### src/rtl/mod53_serial_reduce_if.sv
// Operand/residue handshake bundle between the operand source, the serial
// reducer and the downstream consumer of the residue.
interface mod53_serial_reduce_if #(
    parameter int IN_W  = 16,
    parameter int RES_W = 6
);
    logic             in_valid;
    logic             in_ready;
    logic [IN_W-1:0]  in_op;
    logic             out_valid;
    logic             out_ready;
    logic [RES_W-1:0] out_res;

    // Source/consumer side: presents operands and consumes residues.
    modport master (
        output in_valid,
        output in_op,
        output out_ready,
        input  in_ready,
        input  out_valid,
        input  out_res
    );

    // Reducer side.
    modport slave (
        input  in_valid,
        input  in_op,
        input  out_ready,
        output in_ready,
        output out_valid,
        output out_res
    );
endinterface

### src/rtl/mod53_serial_reduce.sv
// Bit-serial, MSB-first reduction of an unsigned operand to a residue 0..MOD-1,
// one operand bit per clock, with valid/ready handshakes on both sides.
module mod53_serial_reduce #(
    parameter int IN_W  = 16,
    parameter int MOD   = 53,
    parameter int RES_W = 6
) (
    input  logic                  clk,
    input  logic                  rst,
    mod53_serial_reduce_if.slave  bus,
    output logic                  busy
);
    localparam int                CNT_W    = $clog2(IN_W);
    localparam logic [CNT_W-1:0]  CNT_LAST = CNT_W'(IN_W - 1);
    localparam logic [CNT_W-1:0]  CNT_ONE  = CNT_W'(1);
    localparam logic [RES_W:0]    MOD_W    = (RES_W + 1)'(MOD);

    typedef enum logic [1:0] {
        ST_IDLE,
        ST_RUN,
        ST_HOLD
    } state_t;

    state_t             state_q, state_d;
    logic [RES_W-1:0]   acc_q, acc_d;
    logic [IN_W-1:0]    sreg_q, sreg_d;
    logic [CNT_W-1:0]   cnt_q, cnt_d;

    logic               accept;
    logic [RES_W:0]     fold_t;
    logic [RES_W:0]     fold_sub;
    logic [RES_W:0]     fold_r;
    logic               unused_fold_msb;

    // Since acc < MOD, t = 2*acc + bit <= 2*MOD-1, so a single conditional
    // subtract keeps the accumulator canonical.
    assign fold_t   = {acc_q, 1'b0} + {{RES_W{1'b0}}, sreg_q[IN_W-1]};
    assign fold_sub = fold_t - MOD_W;
    assign fold_r   = (fold_t >= MOD_W) ? fold_sub : fold_t;
    assign unused_fold_msb = fold_r[RES_W];

    assign bus.in_ready = !rst && ((state_q == ST_IDLE) ||
                                   ((state_q == ST_HOLD) && bus.out_ready));
    assign accept       = bus.in_valid && bus.in_ready;

    always_comb begin
        state_d = state_q;
        acc_d   = acc_q;
        sreg_d  = sreg_q;
        cnt_d   = cnt_q;
        case (state_q)
            ST_IDLE: begin
                if (accept) begin
                    sreg_d  = bus.in_op;
                    acc_d   = '0;
                    cnt_d   = CNT_LAST;
                    state_d = ST_RUN;
                end
            end
            ST_RUN: begin
                acc_d  = fold_r[RES_W-1:0];
                sreg_d = sreg_q << 1;
                cnt_d  = cnt_q - CNT_ONE;
                if (cnt_q == '0) begin
                    state_d = ST_HOLD;
                end
            end
            ST_HOLD: begin
                // Result handed off and a new operand taken in the same cycle.
                if (accept) begin
                    sreg_d  = bus.in_op;
                    acc_d   = '0;
                    cnt_d   = CNT_LAST;
                    state_d = ST_RUN;
                end else if (bus.out_ready) begin
                    state_d = ST_IDLE;
                end
            end
            default: begin
                state_d = ST_IDLE;
            end
        endcase
    end

    always_ff @(posedge clk or posedge rst) begin
        if (rst) begin
            state_q <= ST_IDLE;
            acc_q   <= '0;
            sreg_q  <= '0;
            cnt_q   <= '0;
        end else begin
            state_q <= state_d;
            acc_q   <= acc_d;
            sreg_q  <= sreg_d;
            cnt_q   <= cnt_d;
        end
    end

    // The accumulator is only exposed once the last bit has been folded in.
    assign bus.out_valid = (state_q == ST_HOLD);
    assign bus.out_res   = (state_q == ST_HOLD) ? acc_q : '0;
    assign busy          = (state_q == ST_RUN);
endmodule

### src/flat_wrapper.sv
// flat-port wrapper written by rule: the top's interface ports become plain ports
module mod53_serial_reduce_flat 
#(
    parameter int IN_W  = 16,
    parameter int MOD   = 53,
    parameter int RES_W = 6
)
  (clk, rst, busy, bus_in_valid, bus_in_op, bus_out_ready, bus_in_ready, bus_out_valid, bus_out_res);
  mod53_serial_reduce_if #(.IN_W(IN_W), .RES_W(RES_W)) bus_i ();
  input  logic clk;
  input  logic rst;
  output logic busy;
  input wire logic [$bits(bus_i.in_valid)-1:0] bus_in_valid;
  input wire logic [$bits(bus_i.in_op)-1:0] bus_in_op;
  input wire logic [$bits(bus_i.out_ready)-1:0] bus_out_ready;
  output wire logic [$bits(bus_i.in_ready)-1:0] bus_in_ready;
  output wire logic [$bits(bus_i.out_valid)-1:0] bus_out_valid;
  output wire logic [$bits(bus_i.out_res)-1:0] bus_out_res;
  assign bus_i.in_valid = bus_in_valid;
  assign bus_i.in_op = bus_in_op;
  assign bus_i.out_ready = bus_out_ready;
  assign bus_in_ready = bus_i.in_ready;
  assign bus_out_valid = bus_i.out_valid;
  assign bus_out_res = bus_i.out_res;
  mod53_serial_reduce #(.IN_W(IN_W), .MOD(MOD), .RES_W(RES_W)) u_core (.clk(clk), .rst(rst), .bus(bus_i), .busy(busy));
endmodule
### config.mk
export PLATFORM = sky130hd
export DESIGN_NAME = mod53_serial_reduce_flat
export DESIGN_NICKNAME = d
export VERILOG_FILES = /design/src/rtl/mod53_serial_reduce_if.sv /design/src/rtl/mod53_serial_reduce.sv /design/src/flat_wrapper.sv
export SDC_FILE = /design/constraint.sdc
export NUM_CORES = 1
export LEC_CHECK = 0
export CORE_MARGIN = 8
export CORE_UTILIZATION = 56
export DETAILED_ROUTE_END_ITERATION = 12
export DONT_BUFFER_PORTS = 1
export PLACE_DENSITY = 0.74
export SETUP_SLACK_MARGIN = 0.15
export SLEW_MARGIN = 20
export SYNTH_ARGS = -nofsm -noshare
export SYNTH_HDL_FRONTEND = slang
export SYNTH_SLANG_ARGS = --single-unit
### constraint.sdc
create_clock -name clk -period 1.35 [get_ports clk]
set_input_delay 0.27 -clock clk [delete_from_list [all_inputs] [get_ports clk]]
set_output_delay 0.27 -clock clk [all_outputs]
set_load 0.01 [all_outputs]
==> metrics.md <==
| Metric | Value |
|---|---|
| Max Fclk | `0.641 GHz` |
| GR Overflow Total | `0` |
| Hold Fails Final Rpt | `0` |
| Most common cell in the synthesized netlist | `dfrtp_1` |
| CTS Root Cell | `clkbuf_4` |
| Number of flops mapped to enable cells by yosys | `0` |
| Final worst path period share | `116%` |
| Final wirelength | `about 3400 um` |
| Comb pwr share | `a little over half` |
| Worst Path Required | `between 1000 and 1500 ps` |
| Min Tclk post-route | `roughly 1600 ps` |
| First-pass GRT wire length | `between 5000 and 6000 um` |
| Post-synthesis register bit count | `28` |
| Synthesized net count | `between 150 and 200` |
| Internal Power | `about 2.5 mW` |
| Die area | `about 0.0046 mm2` |
| P_sw | `about 1.6 mW` |
| WS Path Type | `reg -> out` |
| PwrDens | `between 2000 and 2500 mW/mm2` |
| Top cells by area, synth | `dfrtp_1, mux2i_1, o21ai_0` |
| GRT Util Overall | `16.4%` |
| Final Setup Violations | `16` |
| Max Fanout on Critical Path | `5` |
| Clock power frac | `under 10%` |
| Layout cells sized above 1 | `33.0%` |
| Post-Syn Area per Cell | `9.74 um2` |
| Clock Sinks | `28` |
| Detailed-routed wire length on met2 | `about 1700 um` |
| Clk buf depth | `2` |
| Pre-CTS WS | `-124 ps` |
| Post-Route Skew | `about 3.7 ps` |
| Min-Delay Path Class | `in -> reg` |
| TNS Setup | `-2340 ps` |
| DP HPWL | `between 2000 and 2500 um` |
| CTS tree | `built` |
| Async S/R FF share, synth | `between 90% and 100%` |
| First-pass DRT Iterations | `4` |
| Largest net degree at the start of global routing | `29` |
| WHS | `around 63 ps` |
| Number of CTS-inserted buffers | `3` |
| Slew @ Worst Pin | `349 ps` |
| Total number of vias | `between 1,000 and 1,500` |
| CP arrival | `approximately 1300 ps` |
| DRC | `0` |
| Rows | `19` |
| Worst-Skew Late Latency | `330 ps` |
| Routed wl met3 | `263 um` |
| Post-synth top cells | `dfrtp_1, nand2_1, o21ai_0` |
| RSZ-0062 raised after global routing | `yes` |
| IO buf count | `0` |
| Sequential power share | `roughly 38%` |
| Main synth FF type | `dfrtp_1` |
| Yosys top cell area share | `46.4%` |
| Die X-Extent | `between 60 and 70 um` |
| Vias in the first global route | `between 1,000 and 1,500` |
| CP endpoint kind | `primary output` |
| Starting DRC count in detailed routing | `approximately 120` |
| Die extent in y | `approximately 68 um` |
| Initial Utilization | `a little under three fifths` |
| Leakage power | `0.870 nW` |
| Switching part of the total power | `between 30% and 40%` |
| Peak VDD IR | `roughly 1.5 mV` |
| Top routing layer in use | `met4` |
| Register area share after synthesis | `roughly 46%` |
| Total power | `a little over 4 mW` |
| Run status | `complete, but fails checks` |
| Synthesized area | `between 0.0015 and 0.002 mm2` |
| Nets | `just over 200` |
| Area growth, synth to finish | `24.6%` |
| Reg clk slew, reported paths | `roughly 140 ps` |
| CP startpoint kind | `register` |
| Max Cap Viol | `0` |
| Failing checks | `negative setup slack` |
| Ant diodes | `0` |
| Core ar. | `0.00266 mm2` |
| H-tree depth | `1` |
| Final antenna-violating net count | `0` |
| Gate Count Post-Synth | `about 160` |
| Post-Route M1 WL | `1340 um` |
| Final WS setup | `-211 ps` |
| Routability cong. | `a little over 0.8` |
| Synthesis Warnings | `0` |
| Max-slew violations | `0` |
| Mean number of vias per cell | `between 5 and 6` |
| Wire per inst | `16.2 um` |
| Initial antenna violation count | `0` |
| R2R setup slack | `-110 ps` |
| Slew HR | `76.4%` |
| Library cells used by synthesis | `37` |
| Filler instances | `216` |
| Yosys top cell by area | `dfrtp_1` |
| I/O pins | `29` |
## critical path, cell delays in order, from the launching register on
cell	delay [ps]
dfrtp_2	470
buf_4	150
nand2b_4	70
inv_4	30
buf_6	100
buf_4	130
## power by group through the flow
stage / sequential, mW / clock (mW) / combinational (mW)
after floorplan: 1.46 / 0 / 1.41
after global placement: 1.52 / 0 / 1.83
after detailed placement: 1.54 / 0 / 1.91
after CTS: 1.54 / 0.372 / 2.23
after global routing: 1.60 / 0.403 / 2.47
final: 1.56 / 0.357 / 2.24
## sequential cells by signal, indices dropped and copies added, names as in the netlist
register,cells
u_core.cnt_q,4
u_core.state_q,2
u_core.acc_q,6
u_core.sreg_q,16
## worst paths after layout
path / startpoint / end / depth (start not counted)
min: bus_in_op[14] / u_core.sreg_q[14] / 2
min reg2reg: u_core.sreg_q[8] / u_core.sreg_q[8] / 2
min in group asynchronous: rst / u_core.acc_q[3] / 3
max reg2reg: u_core.sreg_q[15] / u_core.acc_q[1] / 5
max in group asynchronous: rst / u_core.sreg_q[15] / 3
max: u_core.state_q[0] / busy / 5
## layer usage
metal / vias up / GRT usage (%)
met5: - / 0
met4: 0 / 9.21
met3: 13 / 4.91
met2: 45 / 27.8
met1: 580 / 18.1
li1: 596 / -
## stage by stage
step                utilization (%)  cells  cell area (um2)
floorplan                         -    155             1560
global placement               63.7    198             1700
detailed placement             63.7    198             1700
CTS                            70.3    210             1870
global route                   70.6    210             1880
finish                         70.6    210             1880
## what timing repair did
item / CTS / global route
gates resized for setup: 22 / 2
hold buffers: 1 / 0
hold endpoints to repair: 28 / 0
buffers inserted: 7 / 0
setup endpoints to repair: 35 / 37
pin swaps: 6 / 4
## cells by family (layout without fill, tap and decap cells)
group / after synthesis / after routing / share of synthesized area [%]
compound gates: 41 / 41 / 18.0
xor+xnor: 1 / 1 / 0.581
fa+ha+maj: 3 / 3 / 2.49
buf+inv: 16 / 40 / 5.14
flops: 28 / 28 / 46.4
mux: 15 / 15 / 9.95
simple gates: 51 / 51 / 17.4
## area by class of cell
type	count	area [um2]	share of cell area [%]
clock buffer	4	26.3	1.40
inverter	7	28.8	1.53
multi-input combinational	111	840	44.6
sequential	28	704	37.5
tap	31	38.8	2.06
timing repair buffer	29	243	12.9
## placed cells by master (no fill, tap or decap), types with 3 or more instances in the layout
master,n
buf_6,6
inv_1,4
dfrtp_1,25
and2_4,7
mux2i_1,15
nand3_1,3
dfrtp_2,3
and3_1,3
o211ai_1,3
o21ai_0,18
a21oi_1,3
clkbuf_4,3
buf_4,22
nand2_1,21
(Power assumes the default switching activity.)
